==> src/rtl/if_id_skid_reg_pkg.sv <==
// Shared pipeline definitions: default datapath widths, the NOP bubble encoding
// and the entry layout reused by every stage register.
package if_id_skid_reg_pkg;

  localparam int unsigned DEF_INSTR_W = 32;
  localparam int unsigned DEF_PC_W    = 64;
  localparam logic [DEF_INSTR_W-1:0] DEF_NOP_INSTR = 32'h0000_0013;  // addi x0, x0, 0

  typedef struct packed {
    logic [DEF_INSTR_W-1:0] instr;
    logic [DEF_PC_W-1:0]    pc;
  } if_id_entry_t;

  typedef enum logic [1:0] {
    ST_EMPTY = 2'b00,
    ST_SKID  = 2'b01,  // skid without main: never reachable
    ST_MAIN  = 2'b10,
    ST_FULL  = 2'b11
  } fill_state_e;

endpackage

==> src/rtl/if_id_skid_reg_entry.sv <==
// One pipeline entry plus its valid bit. Clear wins over load and parks the
// data at CLR_VAL so an empty entry always presents the bubble encoding.
module pipe_entry_reg #(
  parameter int unsigned    W       = 96,
  parameter logic [W-1:0]   CLR_VAL = '0
) (
  input  logic         clk_i,
  input  logic         rst_ni,
  input  logic         load_i,
  input  logic         clear_i,
  input  logic [W-1:0] d_i,
  output logic         valid_o,
  output logic [W-1:0] data_o
);

  logic         valid_q;
  logic [W-1:0] data_q;

  // NOTE: sequential state uses non-blocking assignments so every register
  // samples pre-edge values regardless of process ordering.
  always_ff @(posedge clk_i or negedge rst_ni) begin
    if (!rst_ni) begin
      valid_q <= 1'b0;
      data_q  <= CLR_VAL;
    end else if (clear_i) begin
      valid_q <= 1'b0;
      data_q  <= CLR_VAL;
    end else if (load_i) begin
      valid_q <= 1'b1;
      data_q  <= d_i;
    end
  end

  assign valid_o = valid_q;
  assign data_o  = data_q;

endmodule

==> src/rtl/if_id_skid_reg.sv <==
// IF/ID pipeline register with valid/ready handshake, flush-to-bubble and a
// two-entry skid so a decode stall never loses a fetched instruction.
module if_id_skid_reg
  import if_id_skid_reg_pkg::*;
#(
  parameter int unsigned          INSTR_W   = DEF_INSTR_W,
  parameter int unsigned          PC_W      = DEF_PC_W,
  parameter logic [INSTR_W-1:0]   NOP_INSTR = DEF_NOP_INSTR
) (
  input  logic               clk,
  input  logic               reset,
  input  logic               in_valid,
  output logic               in_ready,
  input  logic [INSTR_W-1:0] in_instr,
  input  logic [PC_W-1:0]    in_pc,
  input  logic               flush,
  output logic               out_valid,
  input  logic               out_ready,
  output logic [INSTR_W-1:0] out_instr,
  output logic [PC_W-1:0]    out_pc,
  output logic [1:0]         occupancy
);

  localparam int unsigned         ENTRY_W = INSTR_W + PC_W;
  localparam logic [ENTRY_W-1:0]  CLR_VAL = {NOP_INSTR, {PC_W{1'b0}}};

  logic               main_valid, skid_valid;
  logic [ENTRY_W-1:0] main_data,  skid_data;
  logic               main_load,  main_clr, skid_load, skid_clr;
  logic [ENTRY_W-1:0] main_d;
  logic               main_valid_d, skid_valid_d;
  logic [1:0]         occupancy_d, occupancy_q;
  logic               acc, drn;
  fill_state_e        fill;

  assign fill = fill_state_e'({main_valid, skid_valid});
  // skid_valid is a flop, so in_ready never depends combinationally on out_ready
  assign acc  = in_valid & ~skid_valid & ~flush;
  assign drn  = main_valid & out_ready;

  // NOTE: every signal driven here gets a default first so no path infers a latch.
  always_comb begin
    main_load = 1'b0;
    main_clr  = 1'b0;
    skid_load = 1'b0;
    skid_clr  = 1'b0;
    main_d    = {in_instr, in_pc};
    if (flush) begin
      main_clr = 1'b1;
      skid_clr = 1'b1;
    end else begin
      unique case (fill)
        ST_EMPTY: main_load = acc;
        ST_MAIN: begin
          if (drn && acc)       main_load = 1'b1;
          else if (drn)         main_clr  = 1'b1;
          else if (acc)         skid_load = 1'b1;
        end
        ST_FULL: begin
          if (drn) begin
            main_load = 1'b1;
            main_d    = skid_data;
            skid_clr  = 1'b1;
          end
        end
        ST_SKID: skid_clr = 1'b1;  // recover to empty rather than strand data
        default: ;
      endcase
    end

    main_valid_d = main_clr ? 1'b0 : (main_load ? 1'b1 : main_valid);
    skid_valid_d = skid_clr ? 1'b0 : (skid_load ? 1'b1 : skid_valid);
    occupancy_d  = {1'b0, main_valid_d} + {1'b0, skid_valid_d};
  end

  pipe_entry_reg #(.W(ENTRY_W), .CLR_VAL(CLR_VAL)) u_main (
    .clk_i   (clk),
    .rst_ni  (reset),
    .load_i  (main_load),
    .clear_i (main_clr),
    .d_i     (main_d),
    .valid_o (main_valid),
    .data_o  (main_data)
  );

  pipe_entry_reg #(.W(ENTRY_W), .CLR_VAL(CLR_VAL)) u_skid (
    .clk_i   (clk),
    .rst_ni  (reset),
    .load_i  (skid_load),
    .clear_i (skid_clr),
    .d_i     ({in_instr, in_pc}),
    .valid_o (skid_valid),
    .data_o  (skid_data)
  );

  always_ff @(posedge clk or negedge reset) begin
    if (!reset) occupancy_q <= 2'd0;
    else        occupancy_q <= occupancy_d;
  end

  assign in_ready  = ~skid_valid;
  assign out_valid = main_valid;
  assign out_instr = main_data[ENTRY_W-1:PC_W];
  assign out_pc    = main_data[PC_W-1:0];
  assign occupancy = occupancy_q;

endmodule

==> config.mk <==
export PLATFORM = sky130hd
export DESIGN_NAME = if_id_skid_reg
export DESIGN_NICKNAME = d
export VERILOG_FILES = /design/src/rtl/if_id_skid_reg_pkg.sv /design/src/rtl/if_id_skid_reg_entry.sv /design/src/rtl/if_id_skid_reg.sv
export SDC_FILE = /design/constraint.sdc
export NUM_CORES = 1
export LEC_CHECK = 0
export CAP_MARGIN = 20
export CORE_ASPECT_RATIO = 0.7
export CORE_MARGIN = 2
export CORE_UTILIZATION = 49
export DETAILED_ROUTE_END_ITERATION = 8
export PLACE_DENSITY_LB_ADDON = 0.3
export SLEW_MARGIN = 20
export SYNTH_ARGS = -nofsm -noshare
export SYNTH_HDL_FRONTEND = slang
export SYNTH_SLANG_ARGS = --single-unit
export TNS_END_PERCENT = 20
==> constraint.sdc <==
create_clock -name clk -period 1.85 [get_ports clk]
set_input_delay 0.37 -clock clk [delete_from_list [all_inputs] [get_ports clk]]
set_output_delay 0.37 -clock clk [all_outputs]
set_load 0.03 [all_outputs]
Word level (Yosys, flattened, before mapping) --
Cells that the tools add are included.
Cells by class: add/subtract/negate cells 1, equal/unequal tests 3, mux-type cells 25, bitwise operators 5, reduce and logical (&&, ||, !) cells 4
Operators with widths (number):
- $mux W96 | 7
- $mux W1 | 16
- $eq A2 B2 Y1 const B | 2
- $reduce_bool A2 Y1 | 2
- $and A1 B1 Y1 | 3
- $pmux W1 S3 | 1
- $add A1 B1 Y2 | 1
- $eq A2 B1 Y1 const B | 1
- $logic_not A2 Y1 | 1
- $not A1 Y1 | 2
- $pmux W1 S2 | 1
- $logic_and A1 B1 Y1 | 1
Word-level totals: register bits after elaboration 196, input bits 101, word-level logic and storage cells 43

Depth between registers and ports, before layout --
Gate-level depths: netlist of the first run.
depth in word-level cells 11, gate-level depth with buffers 7, mapped depth without buffers 4

By module --
Synthesis of the first run repeated with hierarchy kept, for this count alone.
Second synthesis, totals: cells, all modules 751, area total of the unflattened synthesis 9355.2 um^2
Modules (own cells, without submodules):
- pipe_entry_reg | times used 2, cells an instance 313, area an instance 3923.8 um^2
- if_id_skid_reg | times used 1, cells an instance 125, area an instance 1507.7 um^2

Worst setup path before layout of the first run --
Ideal clock, no wire load.
path kind register to register, start reg u_main.valid_q, in the netlist u_main.valid_o, end reg u_skid.data_q[55], in the netlist u_skid.data_o[55], setup time 0.066 ns, arrival 1.834 ns, slack -0.051 ns, cell stages (with the launch flop) 7, path buffers 3, clock period less this slack 1.901 ns, path through dfrtp_1 > buf_2 > or3b_1 > nor3b_2 > buf_4 > buf_6 > a22o_1
On the way: cells in the longest elaborated chain, start to end 6, elaborated cells on any way between the ends 14, those cells by class eq/ne (3); mux (8); bitwise (1); reduce/logical (2)
Ends and longest elaborated chain:
- start: declaration | RTL line if_id_skid_reg_entry.sv:16 | logic valid_q;
- start signal: assignment | RTL line if_id_skid_reg_entry.sv:23 | valid_q <= 1'b0;
- start signal: assignment | RTL line if_id_skid_reg_entry.sv:26 | valid_q <= 1'b0;
- start signal: assignment | RTL line if_id_skid_reg_entry.sv:29 | valid_q <= 1'b1;
- $and A1 B1 Y1 | RTL line if_id_skid_reg.sv:39 | assign drn = main_valid & out_ready;
- $mux W1 or $logic_and A1 B1 Y1 (tied branches) | RTL line if_id_skid_reg.sv:56, if_id_skid_reg.sv:55
- $mux W1 | RTL line if_id_skid_reg.sv:55 | if (drn && acc) main_load = 1'b1;
- $mux W1 | RTL line if_id_skid_reg.sv:52 | unique case (fill)
- $mux W1 | RTL line if_id_skid_reg.sv:48 | if (flush) begin
- $reduce_bool A2 Y1 (no source line)
- end signal: assignment | RTL line if_id_skid_reg_entry.sv:30 | data_q <= d_i;
- end: declaration | RTL line if_id_skid_reg_entry.sv:17 | logic [W-1:0] data_q;
Parallel ways exist; a longest one is shown, timed or not. A chain may end at the register's enable or synchronous reset.

Worst setup path after layout of the first run --
start reg u_main.data_q[59], in the netlist u_main.data_o[59], end out out_pc[59]
RTL lines:
- start: declaration | RTL line if_id_skid_reg_entry.sv:17
- start signal: assignment | RTL line if_id_skid_reg_entry.sv:30
- end: declaration | RTL line if_id_skid_reg.sv:20 | output logic [PC_W-1:0] out_pc,
No word-level cell between the ends.

==> results of run 1 <==
-- sequential cells by signal (all words and copies together), names as in the netlist --
| register | cells |
|---|---|
| occupancy | 2 |
| u_main.data_o | 96 |
| u_main.valid_o | 1 |
| u_skid.data_o | 96 |
| u_skid.valid_o | 1 |
-- cells by family (layout without fill, tap and decap cells) --
logic type / Yosys count / count (layout) / synth area share, %
AO/OA/AOI/OAI: 196 / 196 / 21.45
flip-flops: 196 / 196 / 61.56
multiplexers: 96 / 96 / 12.04
buffers and inverters: 64 / 295 / 3.810
AND/OR/NAND/NOR: 10 / 10 / 0.9878
adder cells (fa/ha/maj): 1 / 1 / 0.1568
-- cell type report --
cell class | instances | area, um^2
clock buffer | 19 | 452.9
clock inverter | 13 | 115.1
fill | 1050 | 4454
inverter | 10 | 37.54
multi-input combinational | 303 | 2806
sequential | 196 | 4915
tap | 200 | 250.2
timing repair buffer | 253 | 2659
-- synthesized netlist by cell type, types with 2 or more instances --
library cell / count / share of area, %
nor2_1: 2 / 0.094
buf_2: 24 / 1.5
a22oi_1: 3 / 0.28
clkbuf_1: 21 / 0.99
dfstp_2: 6 / 2.0
a22o_1: 93 / 10
o2bb2ai_1: 93 / 10
a2bb2oi_1: 3 / 0.33
buf_1: 4 / 0.19
dfrtp_1: 190 / 60
mux2i_1: 96 / 12
inv_1: 10 / 0.47
buf_6: 4 / 0.56
nand2b_1: 2 / 0.16
-- layout by cell type (no fill, tap or decap), types with 3 or more instances in the layout --
cell	synthesis	routed
dfrtp_1	190	188
clkdlybuf4s50_1	0	102
mux2i_1	96	96
o2bb2ai_1	93	93
a22o_1	93	93
dlygate4sd2_1	0	70
buf_4	1	30
dlymetal6s2s_1	0	27
buf_12	0	22
clkbuf_16	0	17
inv_1	10	10
dfstp_2	6	6
clkinvlp_4	0	5
a22oi_1	3	3
a2bb2oi_1	3	3
inv_8	0	3
clkinv_4	0	3
-- layer usage --
| metal | vias up | share of wire (%) | track usage, % |
|---|---|---|---|
| met5 | - | 0 | 0 |
| met4 | 0 | 1.4 | 7.401 |
| met3 | 24 | 5.0 | 4.730 |
| met2 | 199 | 48 | 37.86 |
| met1 | 3055 | 46 | 35.30 |
| li1 | 2604 | - | - |
-- power groups by stage --
stage               sequential [mW]  combinational [mW]  clock [mW]
floorplan                      4.97               0.374           0
global placement               4.70                1.51           0
detailed placement             4.70                1.54           0
CTS                            4.62                1.47        3.60
global route                   4.64                1.56        3.78
finish                         4.62                1.46        3.53
-- metrics by stage --
step           instances  setup TNS, ps
2_1_floorplan        563              0
3_3_place_gp         958         -40060
3_5_place_dp         958         -47230
4_1_cts              991              0
5_1_grt              994         -5.909
6_report             994              0
-- how the worst max path moves through the flow --
stage | end | depth (start not counted) | slack [ps] | from
final | out_pc[59] | 1 | 30 | u_main.data_o[59]$_DFFE_PN0P_
after global routing | out_pc[59] | 1 | -6 | u_main.data_o[59]$_DFFE_PN0P_
after CTS | in_ready | 2 | 0.3 | u_skid.valid_o$_DFF_PN0_
after detailed placement | u_skid.data_o[79]$_DFFE_PN0P_ | 6 | -320 | out_ready
after global placement | u_main.data_o[17]$_DFFE_PN0P_ | 6 | -270 | in_valid
after floorplan | u_skid.data_o[55]$_DFFE_PN0P_ | 6 | 30 | u_main.valid_o$_DFF_PN0_
-- repair_timing --
action | 4_1_cts | 5_1_grt
gates resized for setup | 70 | 28
buffers inserted | 0 | 3
setup endpoints to repair | 70 | 58
endpoints found under the hold margin | 33 | 0
hold buffers | 1 | 0
==> results.sh, run 1 <==
export IMPL_status="finished clean"
export IMPL_vias=5882
export IMPL_crit_type="register to output port"
export IMPL_crit_arrival_ps=1450
export IMPL_drt_initial_drc_count=362
export IMPL_setup_slack_ps=34.13
export IMPL_ctsLongestPathBuffers=2
export IMPL_gp_congestion=0.8387
export IMPL_die_h_um=110.8
export IMPL_rrSetupSlack_ps=100
export IMPL_synth_avg_cell_area_um2=14.17
export IMPL_crit_buf_inv=1
export IMPL_netSwitchingFraction_pct=27.59
export IMPL_worst_slew_pin_slew_ps=491.4
export IMPL_clk_latency_ps=430
export IMPL_area_growth_pct=40.80
export IMPL_drc=0
export IMPL_async_flop_share_pct=100.0
export IMPL_endpoint_kind="output port"
export IMPL_peakVddDrop_mv=0.4416
export IMPL_final_core_util_pct=71.61
export IMPL_reg2reg_to="u_skid.data_o[79]$_DFFE_PN0P_"
export IMPL_cts_tree="built"
export IMPL_power_leakage_nw=6.261
export IMPL_holdCritPathClass="primary input to async pin"
export IMPL_io_buffer_count=200
export IMPL_grt_start_max_net_pins=61
export IMPL_cp_max_fo=2
export IMPL_numCtsBuffers=17
export IMPL_fin_area_um2=11240
export IMPL_total_power_mw=9.610
export IMPL_ys_warn_count=0
export IMPL_rows=38
export IMPL_synth_edff_count=0
export IMPL_dp_slack_ps=-324.2
export IMPL_cp_top_family="buffers and inverters"
export IMPL_grt_pass1_wl_mm=33.32
export IMPL_grt_pass1_vias=6087
export IMPL_fp_coreArea_um2=15690
export IMPL_dp_hpwl_mm=13.74
export IMPL_final_hold_viol_count=0
export IMPL_grt_total_usage_pct=24.49
export IMPL_clock_sinks=196
export IMPL_path_cells="clkdlybuf4s50_1"
export IMPL_setup_viol=0
export IMPL_n_antenna_cell=0
export IMPL_grt_overflow=0
export IMPL_drt_first_pass_iters=5
export IMPL_die_w_um=156.5
export IMPL_wirelength_mm=20.61
export IMPL_cp_start_kind="register"
export IMPL_dpl_instance_area_um2=10650
export IMPL_cts_root_buf="clkbuf_16"
export IMPL_io_pins=201
export IMPL_finalCriticalPeriod_ps=1816
export IMPL_finalCritPeriodShare_pct=98.15
export IMPL_syn_inst=563
export IMPL_p_comb_share_pct=15.2
export IMPL_maxCapViolCount=0
export IMPL_ys_flop_type="dfrtp_1"
export IMPL_drv_slew=0
export IMPL_r2r_start="u_main.valid_o$_DFF_PN0_"
export IMPL_power_frac_clock_pct=36.7
export IMPL_rr_worst_depth=5
export IMPL_fin_nets=883
export IMPL_initial_utilization_pct=50.86
export IMPL_routedWlPerCell_um=20.73
export IMPL_htree_levels=4
export IMPL_ys_ff_latch=196
export IMPL_clkTransAtPathRegs_ps=70
export IMPL_via_per_inst=5.918
export IMPL_seqPwrFrac_pct=48.1
export IMPL_synth_area_um2=7980
export IMPL_final_antenna_net_count=0
export IMPL_slowest_stage="clkdlybuf4s50_1"
export IMPL_synth_cell_type_count=26
export IMPL_p_sw_mw=2.652
export IMPL_p_per_area_nw_per_um2=855.3
export IMPL_antenna_found_initial=0
export IMPL_p_int_mw=6.958
export IMPL_relSlewSlack_pct=67.24
export IMPL_slowest_delay_ps=670
export IMPL_fin_skew_ps=10.57
export IMPL_dieArea_um2=17340
export IMPL_critPathRequiredTime_ps=1480
export IMPL_synth_fp_nets=665
export IMPL_holdWs_ps=437.0
export IMPL_clock_fmax_ghz=0.5507
export IMPL_yosysSeqAreaShare_pct=61.56
export IMPL_drive_gt1_share_pct=12.22
(Power assumes the default switching activity.)
==> run 2, diff against run 1 <==
--- a/config.mk
+++ b/config.mk
@@ -10,7 +10,7 @@
 export CORE_MARGIN = 2
 export CORE_UTILIZATION = 49
 export DETAILED_ROUTE_END_ITERATION = 8
-export PLACE_DENSITY_LB_ADDON = 0.3
+export PLACE_DENSITY = 0.82
 export SLEW_MARGIN = 20
 export SYNTH_ARGS = -nofsm -noshare
 export SYNTH_HDL_FRONTEND = slang
==> results.sh, run 2 (synthesis results as in run 1) <==
export IMPL_status="finished clean"
export IMPL_drive_gt1_share_pct=11.20
export IMPL_critPathRequiredTime_ps=1480
export IMPL_endpoint_kind="output port"
export IMPL_finalCriticalPeriod_ps=1818
export IMPL_wirelength_mm=21.18
export IMPL_grt_overflow=0
export IMPL_peakVddDrop_mv=0.5625
export IMPL_drc=0
export IMPL_via_per_inst=5.953
export IMPL_min_path_cells=2
export IMPL_rr_worst_depth=5
export IMPL_cp_max_fo=2
export IMPL_crit_type="register to output port"
export IMPL_grt_pass1_wl_mm=33.98
export IMPL_cp_depth=1
export IMPL_htree_levels=4
export IMPL_clock_fmax_ghz=0.5501
export IMPL_antenna_found_initial=0
export IMPL_grt_start_max_net_pins=62
export IMPL_initial_utilization_pct=50.86
export IMPL_grt_setup_unrepaired="false"
export IMPL_die_w_um=156.5
export IMPL_stdcell_count=986
export IMPL_power_leakage_nw=6.380
export IMPL_maxCapViolCount=0
export IMPL_io_buffer_count=200
export IMPL_grt_total_usage_pct=24.93
export IMPL_drt_first_pass_iters=5
export IMPL_fin_nets=876
export IMPL_final_hold_viol_count=0
export IMPL_holdCritPathClass="register to register"
export IMPL_crit_arrival_ps=1450
export IMPL_path_cells="clkdlybuf4s50_1"
export IMPL_ctsLongestPathBuffers=2
export IMPL_clock_sinks=196
export IMPL_finalCritPeriodShare_pct=98.27
export IMPL_place_inst=954
export IMPL_slowest_delay_ps=670
export IMPL_cp_top_family="buffers and inverters"
export IMPL_layout_common_cells="dfrtp_1, clkdlybuf4s50_1, mux2i_1"
export IMPL_cp_start_kind="register"
export IMPL_worst_slew_pin_slew_ps=523.8
export IMPL_setup_tns_ps=0
export IMPL_final_core_util_pct=72.06
export IMPL_gp_congestion=0.8474
export IMPL_area_growth_pct=41.67
export IMPL_setup_viol=0
export IMPL_fin_skew_ps=9.882
export IMPL_dieArea_um2=17340
export IMPL_die_h_um=110.8
export IMPL_drt_initial_drc_count=363
export IMPL_rows=38
export IMPL_crit_buf_inv=1
export IMPL_io_pins=201
export IMPL_clkTransAtPathRegs_ps=70
export IMPL_grt_pass1_vias=6194
export IMPL_dp_hpwl_mm=14.30
export IMPL_p_per_area_nw_per_um2=890.4
export IMPL_fin_area_um2=11310
export IMPL_slowest_stage="clkdlybuf4s50_1"
export IMPL_final_antenna_net_count=0
export IMPL_final_common_cell="dfrtp_1"
export IMPL_fp_coreArea_um2=15690
export IMPL_numCtsBuffers=17
export IMPL_clk_latency_ps=430
export IMPL_relSlewSlack_pct=65.08
export IMPL_vias=5870
export IMPL_n_antenna_cell=0
export IMPL_cts_root_buf="clkbuf_16"
export IMPL_drv_slew=0
export IMPL_dpl_instance_area_um2=10640
export IMPL_cts_tree="built"
export IMPL_routedWlPerCell_um=21.48
## run 2: cell count changes in the layout (fill, tap and decap cells not counted), moves of 2 or more
| cell | change |
|---|---|
| buf_4 | -8 |
| bufinv_16 | +4 |
| clkdlybuf4s50_1 | +3 |
| clkinvlp_4 | -4 |
| dlygate4sd2_1 | -13 |
| dlymetal6s2s_1 | +10 |
| inv_8 | -2 |
## run 2: final cells by class
| class | instances | area, um^2 |
|---|---|---|
| clock buffers | 18 | 439.2 |
| flip-flops and latches | 196 | 4913 |
| inverters | 10 | 37.54 |
| multi-input cells | 303 | 2806 |
| well taps | 200 | 250.2 |
| repair buffers | 246 | 2663 |
| fillers | 1012 | 4384 |
| clock inverters | 13 | 196.4 |
## run 2: repair_timing
action                     4_1_cts  5_1_grt
hold buffers                     1        0
setup endpoints to repair       57       37
buffers inserted                 0        0
hold endpoints to repair        51        0
gates resized for setup         57       37
## run 2: final timing paths
path | from | to | slack, ps
max | u_main.data_o[8]$_DFFE_PN0P_ | out_pc[8] | 30
min | u_main.data_o[68]$_DFFE_PN1P_ | u_main.data_o[68]$_DFFE_PN1P_ | 460
max reg2reg | u_main.valid_o$_DFF_PN0_ | u_skid.data_o[74]$_DFFE_PN0P_ | 110
min reg2reg | u_main.data_o[68]$_DFFE_PN1P_ | u_main.data_o[68]$_DFFE_PN1P_ | 460
max in group asynchronous | reset | u_skid.data_o[40]$_DFFE_PN0P_ | 750
min in group asynchronous | reset | u_main.data_o[80]$_DFFE_PN0P_ | 480
## run 2: stage by stage
stage	power [mW]	hold WS [ps]	setup WS, ps
finish	10.07	461.4	32.05
global route	10.41	479.0	0.2337
CTS	10.15	466.8	0.1815
detailed placement	6.260	399.2	-301.7
global placement	6.209	389.5	-223.6
floorplan	5.346	74.41	34.86
## run 2: metal layers
metal  wire (um)  track usage, %  vias to the layer above
met3        1033           4.613                       29
met5           0               0                        -
met1        9398           33.95                     3043
li1            -               -                     2601
met4         407           8.135                        0
met2       10340           40.62                      197
## run 2: where the power goes
part,switching (mW),leakage (nW),internal [mW]
Combinational,0.837,3.42,0.648
Clock,1.63,0.309,2.32
Sequential,0.135,2.65,4.49
Total,2.61,6.38,7.46
